`config.mk`:
```
export PLATFORM = sky130hd
export DESIGN_NAME = muldiv_seq
export DESIGN_NICKNAME = d
export VERILOG_FILES = /design/src/rtl/vc16_pkg.sv /design/src/rtl/muldiv_step.sv /design/src/rtl/muldiv_seq.sv
export SDC_FILE = /design/constraint.sdc
export NUM_CORES = 1
export LEC_CHECK = 0
export BUFFER_PORTS_ARGS = -buffer_cell sky130_fd_sc_hd__buf_4
export CAP_MARGIN = 0
export CORE_MARGIN = 2
export CORE_UTILIZATION = 54
export DETAILED_ROUTE_END_ITERATION = 10
export MAX_ROUTING_LAYER = met4
export PLACE_DENSITY_LB_ADDON = 0.12
export SETUP_SLACK_MARGIN = 0.1
export SLEW_MARGIN = 15
export SYNTH_ARGS = -nofsm -noshare
export SYNTH_HDL_FRONTEND = slang
export SYNTH_SLANG_ARGS = --single-unit
```
`constraint.sdc`:
```
create_clock -name clk -period 3.4 [get_ports clk]
set_clock_uncertainty 0.15 [all_clocks]
set_input_delay 0.68 -clock clk [delete_from_list [all_inputs] [get_ports clk]]
set_output_delay 0.68 -clock clk [all_outputs]
set_load 0.005 [all_outputs]
```
`src/rtl/vc16_pkg.sv`:
```
// Shared types and constants for the vc16 execute-stage multiply/divide unit.
package vc16_pkg;

   typedef enum logic [1:0] {
      IDLE = 2'd0,
      RUN  = 2'd1,
      DONE = 2'd2
   } muldiv_state_t;

   localparam logic MD_MUL = 1'b0;
   localparam logic MD_DIV = 1'b1;

endpackage

```
`src/rtl/muldiv_step.sv`:
```
// One combinational iteration of either the shift-add multiply or the restoring divide.
// For multiply acc/aq/b are accumulator, shifted multiplicand and shifted multiplier;
// for divide acc/aq are the partial remainder and the quotient register, b the divisor.
module muldiv_step
   import vc16_pkg::*;
#(
   parameter int RV = 32
) (
   input  logic          op,
   input  logic [RV-1:0] acc,
   input  logic [RV-1:0] aq,
   input  logic [RV-1:0] b,
   output logic [RV-1:0] acc_next,
   output logic [RV-1:0] aq_next,
   output logic [RV-1:0] b_next
);

   logic [RV:0] r_wide;
   logic        r_ge;

   // Compute the next acc/aq/b for a single step; the remainder compare uses one extra bit
   // because the shifted remainder can exceed RV bits when the divisor is large.
   always_comb begin
      acc_next = acc;
      aq_next  = aq;
      b_next   = b;
      r_wide   = {acc, aq[RV-1]};
      r_ge     = (r_wide >= {1'b0, b});
      if (op == MD_MUL) begin
         acc_next = b[0] ? (acc + aq) : acc;
         aq_next  = {aq[RV-2:0], 1'b0};
         b_next   = {1'b0, b[RV-1:1]};
      end else begin
         acc_next = r_ge ? (r_wide[RV-1:0] - b) : r_wide[RV-1:0];
         aq_next  = {aq[RV-2:0], r_ge};
      end
   end

endmodule

```
`src/rtl/muldiv_seq.sv`:
```
// Iterative multiply/divide sequencer: IDLE/RUN/DONE FSM, step counter and operand registers
// around a single shared muldiv_step iteration.
module muldiv_seq
   import vc16_pkg::*;
#(
   parameter int RV = 32
) (
   input  logic          clk,
   input  logic          reset,
   input  logic          start,
   input  logic          is_div,
   input  logic [RV-1:0] a,
   input  logic [RV-1:0] b,
   input  logic          kill,
   output logic          busy,
   output logic          done,
   output logic [RV-1:0] result,
   output logic [RV-1:0] rem
);

   localparam int CW = $clog2(RV) + 1;

   muldiv_state_t state, state_next;
   logic          op_reg;
   logic [RV-1:0] acc_reg, aq_reg, b_reg;
   logic [RV-1:0] acc_next, aq_next, b_next;
   logic [CW-1:0] count;
   logic          accept, div_zero, last_step;

   muldiv_step #(.RV(RV)) u_step (
      .op       (op_reg),
      .acc      (acc_reg),
      .aq       (aq_reg),
      .b        (b_reg),
      .acc_next (acc_next),
      .aq_next  (aq_next),
      .b_next   (b_next)
   );

   assign busy = (state == RUN);
   assign done = (state == DONE);

   // Next-state logic: kill always wins, start is only taken outside RUN, divide by zero skips RUN.
   always_comb begin
      state_next = state;
      accept     = 1'b0;
      div_zero   = 1'b0;
      last_step  = ((op_reg == MD_MUL) && (b_next == '0)) || (count == CW'(RV - 1));
      case (state)
         IDLE, DONE: begin
            state_next = IDLE;
            if (!kill && start) begin
               accept = 1'b1;
               if ((is_div == MD_DIV) && (b == '0)) begin
                  div_zero   = 1'b1;
                  state_next = DONE;
               end else begin
                  state_next = RUN;
               end
            end
         end
         RUN: begin
            if (kill) begin
               state_next = IDLE;
            end else if (last_step) begin
               state_next = DONE;
            end
         end
         default: state_next = IDLE;
      endcase
   end

   // State register.
   always_ff @(posedge clk or negedge reset) begin
      if (!reset) begin
         state <= IDLE;
      end else begin
         state <= state_next;
      end
   end

   // Operand latch on accept, one iteration per RUN cycle, and result capture on the final step.
   always_ff @(posedge clk or negedge reset) begin
      if (!reset) begin
         op_reg  <= MD_MUL;
         acc_reg <= '0;
         aq_reg  <= '0;
         b_reg   <= '0;
         count   <= '0;
         result  <= '0;
         rem     <= '0;
      end else if (accept) begin
         op_reg  <= is_div;
         acc_reg <= '0;
         aq_reg  <= a;
         b_reg   <= b;
         count   <= '0;
         if (div_zero) begin
            result <= '1;
            rem    <= a;
         end
      end else if ((state == RUN) && !kill) begin
         acc_reg <= acc_next;
         aq_reg  <= aq_next;
         b_reg   <= b_next;
         count   <= count + 1'b1;
         if (last_step) begin
            result <= (op_reg == MD_DIV) ? aq_next : acc_next;
            rem    <= (op_reg == MD_DIV) ? acc_next : '0;
         end
      end
   end

endmodule

```
==> results.txt, run 1 <==
The clock-pin slew of the registers on the worst-case setup and hold paths came out at 0.08 ns. Counting distinct cell types in the post-synthesis netlist gives 89. Using the TritonRoute via totals, the vias-per-cell ratio works out to 6.48. Prior to clock tree synthesis, the placed netlist has a worst setup slack of -0.151 ns. STA classifies the critical path endpoint as a register. The number of cells traversed by the worst register-to-register path came out at 11.

Averaged over all synthesized cells, the footprint is 8.68 um2. The fraction of registers with async set or reset after synthesis is 100%. The detail-routed net length per standard cell is around 22 um. Setup repair after global routing could not meet its margin everywhere.

The floorplan has 54 rows. Data arrives at the worst endpoint at 3.50 ns. Synthesis produced 1,374 cells. The fraction of final layout cells with drive strength greater than 1 came out at a little over a quarter. The max-slew violation count is 0. The effective utilization at floorplan is 54.8%. Detailed placement ended at an HPWL of 31,500 um. The via count of the first global-routing pass is 11,700. The total die area came out at 0.0233 mm2. The maximum number of pins on one net before global-route repair is 74. The H-tree was split into 4 levels. The sequential fraction of the synthesis area came out at a little over a third. The warning count from the yosys run came out at 0. The total leakage power came out at 7.19 nW. The final wirelength is 42,900 um. In this run the register-to-register setup slack is 0.11 ns. In this run the power density over the cells is 1010 mW/mm2. The minimum clock period after layout came out at 3.29 ns. The total power consumption of the routed design is 0.0156 W. In this run the remaining antenna-violating nets after routing total 0. The initial antenna violation count came out at 0. The number of flops mapped to enable cells by yosys is 0. The detailed-router iteration count before antenna repair is 8. The register bit total from synthesis is 169.

The post-detailed-route DRC marker count came out at 0. TritonCTS built the clock tree. The worst min-delay path category is input pin to async pin.

The clock buffer count from CTS is 17. The growth of design area from synthesis to finish is 29.3%. The flow ran to the end, and the final reports show no timing, DRC or antenna violations.

The count of endpoints failing hold in the final timing report is 0. The critical path required time came out at 3.61 ns. The worst setup path is launched from a register.

The quantity of I/O buffers inserted on ports is 134. The library cell used most frequently in the layout, excluding fill and tap cells, is sky130_fd_sc_hd__buf_4. VDD sags by at most 0.000543 V. The actual transition at the worst max-transition pin came out at 1.16 ns.

By startpoint and endpoint, the worst setup path is classified as register to register. The detailed router placed 12,400 vias in this run. The final worst-path cycle share is 96.9%.

The congestion estimate from routability-driven global placement came to 0.978. The number of inserted diodes came out at 0. The maximum achievable frequency is just over 0.3 GHz. The die outline width came out at ~150 um. The global routing usage summed across all routing layers is 36.7%. The worst path meets setup with 0.106 ns of slack. The die height is 153 um. The library cells used most frequently in the layout, excluding fill and tap cells, are 290 x sky130_fd_sc_hd__buf_4, 165 x sky130_fd_sc_hd__dfrtp_1, 128 x sky130_fd_sc_hd__nand2_1. The flip-flop cell with the highest count after synthesis is sky130_fd_sc_hd__dfrtp_1. Hold timing on the final database bottoms out at a slack of just over 0.08 ns. The sink count of the clock tree is 169. The final number of setup-violating endpoints came out at 0.

The number of DRC markers after the initial detailed-route iteration is 1,317. The synthesized area is 0.0119 mm2. The insertion delay to the later sink of the worst-skew pair came out at 0.45 ns.

CTS placed an instance of sky130_fd_sc_hd__clkbuf_16 at the clock tree root. The number of violations of the max-capacitance limit is 0. Along the worst path, the maximum fanout reaches 7. In this run the critical register-to-register path is launched from acc_reg[12]$_DFFE_PN0P_. The total overflow left after global routing is 0. The normalized max-slew margin is about 22%. After floorplanning, the core was sized to cover 0.0218 mm2. The wire length of the first global-routing pass is 65,300 um. In this run, post-CTS hold repair placed 0 buffers. The number of nets in the finished design came out at 1,752. The I/O pin total came out at 135. The share of the core filled with cells in the final layout is a little under three quarters.

The endpoint of the worst-slack reg-to-reg timing path is acc_reg[28]$_DFFE_PN0P_. The number of nets handed over by synthesis was about 1,500. The largest buffer count on any clock path is 2.
## kinds of logic after synthesis
kind of cell | Yosys count | share of synthesized area (%)
flip-flops | 169 | 35.4
AO/OA/AOI/OAI | 492 | 30.1
multiplexers | 27 | 2.29
XOR/XNOR | 41 | 3.01
buffers and inverters | 182 | 5.87
AND/OR/NAND/NOR | 397 | 16.2
adder cells (fa/ha/maj) | 66 | 7.05
## per-stage QoR
stage	instance area, um2	setup TNS (ns)	std cells
after floorplan	11900	0	1374
after global placement	14200	-0.454	1855
after detailed placement	14200	-0.647	1855
after CTS	14900	0	1888
after global routing	15400	0	1910
final	15400	0	1910
## layout make-up
| type | count | area, um2 |
|---|---|---|
| tap | 280 | 350 |
| inverter | 103 | 387 |
| multi-input combinational | 1023 | 7470 |
| sequential | 169 | 4230 |
| fill | 1761 | 6330 |
| timing repair buffer | 303 | 2420 |
| clock buffer | 20 | 447 |
| clock inverter | 12 | 109 |
## Yosys cell counts (all sizes together) (13+ instances only)
| library cell | n | share of area (%) |
|---|---|---|
| a21oi | 121 | 5.1 |
| nor4 | 22 | 1.3 |
| o211ai | 17 | 1.1 |
| nand3 | 30 | 1.3 |
| mux2i | 25 | 2.1 |
| a222oi | 30 | 2.5 |
| buf | 26 | 0.96 |
| dfrtp | 169 | 35 |
| clkbuf | 53 | 1.7 |
| o21ai | 57 | 2.4 |
| a31oi | 24 | 1.3 |
| xor2 | 21 | 1.5 |
| nor2 | 92 | 2.9 |
| o21a | 18 | 1.3 |
| xnor2 | 20 | 1.5 |
| nor2b | 16 | 0.84 |
| a22o | 13 | 0.95 |
| ha | 64 | 6.7 |
| a221o | 13 | 1.1 |
| nor3 | 31 | 1.3 |
| inv | 102 | 3.2 |
| o22a | 22 | 1.6 |
| o31ai | 13 | 0.82 |
| nand2 | 130 | 4.1 |
| a211oi | 27 | 1.7 |
| a21o | 32 | 2.0 |
## critical path, stage by stage (launching register included)
cell and delay [ns]:
sky130_fd_sc_hd__dfrtp_1 0.41, sky130_fd_sc_hd__buf_4 0.16, sky130_fd_sc_hd__ha_2 0.32, sky130_fd_sc_hd__inv_1 0.09
sky130_fd_sc_hd__a211o_1 0.34, sky130_fd_sc_hd__a21oi_2 0.21, sky130_fd_sc_hd__nand2_2 0.09, sky130_fd_sc_hd__o21a_4 0.25
sky130_fd_sc_hd__o21a_4 0.26, sky130_fd_sc_hd__or4b_4 0.55, sky130_fd_sc_hd__and3_1 0.20, sky130_fd_sc_hd__o31ai_1 0.18
## worst max path at each step
stage | slack (ns) | from | cells past startpoint | to
finish | 0.11 | acc_reg[12]$_DFFE_PN0P_ | 11 | acc_reg[28]$_DFFE_PN0P_
CTS | 0.08 | b_reg[14]$_DFFE_PN0P_ | 11 | acc_reg[28]$_DFFE_PN0P_
global placement | -0.13 | acc_reg[0]$_DFFE_PN0P_ | 13 | acc_reg[30]$_DFFE_PN0P_
floorplan | 0.14 | aq_reg[31]$_DFFE_PN0P_ | 13 | acc_reg[28]$_DFFE_PN0P_
detailed placement | -0.15 | acc_reg[0]$_DFFE_PN0P_ | 13 | result[30]$_DFFE_PN0P_
global route | 0.009 | acc_reg[0]$_DFFE_PN0P_ | 13 | acc_reg[28]$_DFFE_PN0P_
## power by group
group | internal (W) | switching, W | total, W
clock network | 0.000980 | 0.000942 | 0.00192
logic | 0.00480 | 0.00550 | 0.0103
registers | 0.00268 | 0.000654 | 0.00334
## what timing repair did
item | in CTS | in global routing
cloned | 0 | 2
buffers inserted | 1 | 20
pin swaps | 4 | 31
resized for setup | 18 | 73
endpoints found under the setup margin | 33 | 63
## layer usage
layer / vias to the layer above / share of wire (%) / track usage, %
met5: - / 0 / -
met3: 85 / 8.6 / 6.34
met2: 593 / 45 / 53.6
met1: 6052 / 44 / 52.1
li1: 5643 / - / -
met4: 0 / 2.9 / 11.6
No activity file was read; power rests on OpenSTA's default activity.
==> run 2, diff against run 1 <==
PLACE_DENSITY_LB_ADDON = 0.05   (was 0.12)
==> run 2 against run 1 <==
Net effect: global-route usage decreased by 0.82 points; power increased by 0.31%; highest routed layer unchanged; maximum frequency is 1.7% higher; final cell count fell by 0.16%; sequential cell count unchanged; largest power group unchanged; first-iteration DRC count is 14% lower.
==> results.txt, run 2 (synthesized netlist as in run 1, its figures left out) <==
The normalized max-slew margin is 57.6%. The clock-pin slew of the registers on the worst-case setup and hold paths is 0.07 ns. The number of violations of the max-capacitance limit came out at 0. The die is 153 um wide. The critical path is of the register to register type. STA classifies the critical path startpoint as a register. The clock root buffer is sky130_fd_sc_hd__clkbuf_16. The quantity of I/O buffers inserted on ports is 134. After floorplanning, the core was divided into 54 placement rows. The clock tree synthesis step divided the H-tree into 4 levels. Including well taps, the total number of placed cells is 1,860. The initial antenna violation count is 0.

The CTS tree is yes. In this run the static leakage power is just over 7 nW. The peak fanout along the critical path came out at 4. The via count of the first global-routing pass is 11,400. The fill cell instance count of the final layout came out at between 1,500 and 2,000. The area of the placeable core came out at ~0.022 mm2. The first global-routing pass estimated 64,000 um of wire. The worst min-delay path category is input pin to async pin.

The final number of setup-violating endpoints is 0. The sink count of the clock tree is around 170. The run finished with clean final reports.

The number of buffer and inverter stages on the critical path came out at 2. Leaving out fill and tap cells, the most frequent cells in the layout are 285 x sky130_fd_sc_hd__buf_4, 164 x sky130_fd_sc_hd__dfrtp_1, 129 x sky130_fd_sc_hd__nand2_1. Traced cell by cell, the critical path runs through inv_2 > ha_4 > inv_2 > fa_2 > a211o_1 > a21oi_2 > a21boi_2 > or2_4 > a21o_1 > o21ai_1 > or4b_4 > and3_4 > o31ai_4. The sequential cell area in the final layout is 0.00424 mm2. The first TritonRoute pass finished after 8 iterations.

The final wirelength came out at around 42,000 um. The critical path required time came out at 3.60 ns. Relative to the synthesized area, the layout overhead comes to 29.6%.

The global routing usage summed across all routing layers came out at 35.8%. Grouping stages by cell kind, the critical path spends the most delay in compound AO/OA/AOI/OAI gates. Entering global routing, the biggest net connects between 60 and 70 pins. The instance area after placement is 0.0143 mm2. The post-detailed-route DRC marker count is 0. The minimum clock period after layout came out at 3.24 ns.

The final hold slack is 0.0747 ns. For this run, the top clock speed supported by timing is slightly above 0.3 GHz. The final worst-path cycle share is 95.3%. The setup TNS after final layout came out at 0 ns. The initial utilization of the core area, before any placement, comes to around 55%. The area of the multi-input gates came out at 0.00750 mm2. In the final design database the tool counted 1,749 nets. In this run the remaining antenna-violating nets after routing total 0.

The actual transition at the worst max-transition pin is 0.636 ns. Counting along the longest clock path gives a buffer depth of 2. On the critical path, the stage with the largest delay is an instance of sky130_fd_sc_hd__or4b_4.

The estimated wirelength of the detail-placed design came out at slightly above 30,000 um. The post-detailed-route via-to-cell ratio came out at about 6.4. The total via count after detailed routing is roughly 12,000. The worst-case IR drop observed on VDD is ~0.00041 V. The routability congestion estimate is 0.949.

The count of endpoints failing hold in the final timing report came out at 0. After routing the design area is about 0.015 mm2. The number of DRC markers after the initial detailed-route iteration came out at 1,138.

The largest incremental delay on the critical path came out at 0.47 ns. The library cell used most frequently in the layout, excluding fill and tap cells, is sky130_fd_sc_hd__buf_4. The insertion delay to the later sink of the worst-skew pair came out at 0.44 ns. The max-slew violation count came out at 0. The fraction of final layout cells with drive strength greater than 1 is 26.4%. The total die area came out at 0.0233 mm2. The die height came out at approximately 150 um. The power per unit of standard cell area is slightly above 1000 mW/mm2. Summing internal, switching and leakage power gives 0.0156 W. The detail-routed net length per standard cell came out at 21.9 um. The overall overflow remaining after global route came out at 0. Setup repair after global routing could not meet its margin everywhere. The hold-fix buffer count after cts came out at 0. The number of inserted diodes came out at 0. The most prevalent standard cell on the critical path is sky130_fd_sc_hd__inv_2.

Counting the buffers created by CTS gives 17. The filler-free cell count of the finished design is 1,907. Data arrives at the worst endpoint at 3.44 ns.

The endpoint type of the worst setup path is a register. The I/O pin total came out at roughly 140.
run 2: final timing paths:
check	start	end	slack [ns]	cells past startpoint
worst max register to register	aq_reg[31]$_DFFE_PN0P_	acc_reg[28]$_DFFE_PN0P_	0.16	13
min in group clk	b[31]	b_reg[31]$_DFFE_PN0P_	0.31	3
worst max-delay path	aq_reg[31]$_DFFE_PN0P_	acc_reg[28]$_DFFE_PN0P_	0.16	13
max in group asynchronous	reset	rem[7]$_DFFE_PN0P_	2.25	2
worst min-delay path	reset	rem[23]$_DFFE_PN0P_	0.07	1
worst min register to register	rem[8]$_DFFE_PN0P_	rem[8]$_DFFE_PN0P_	0.35	1
run 2: power breakdown:
group | internal (W) | total [W] | switching, W
clock | 0.00107 | 0.00201 | 0.000936
sequential | 0.00268 | 0.00336 | 0.000678
combinational | 0.00482 | 0.0102 | 0.00542
total | 0.00858 | 0.0156 | 0.00703
run 2: through the flow:
step | util [%] | setup WS [ns]
after floorplan | - | 0.145
after global placement | 65.6 | -0.0514
after detailed placement | 65.6 | -0.127
after CTS | 68.7 | 0.0983
after global routing | 71.0 | 0.0160
final | 71.0 | 0.159
run 2: what timing repair did:
item	4_1_cts	5_1_grt
resized for setup	18	79
setup buffers	3	12
endpoints found under the setup margin	29	54
pin swaps	7	32
run 2: cell type report:
cell class | instances | area share [%]
well taps | 280 | 2.27
multi-input cells | 1023 | 48.5
flip-flops and latches | 169 | 27.4
repair buffers | 300 | 15.5
clock buffers | 20 | 2.95
clock inverters | 12 | 0.834
inverters | 103 | 2.50
run 2: metal layers:
layer | track usage, % | part of all wire, % | up-vias
li1 | - | - | 5659
met1 | 50.3 | 44 | 5886
met2 | 52.8 | 45 | 569
met3 | 6.46 | 8.2 | 93
met4 | 11.6 | 3.3 | 0
met5 | - | 0 | -
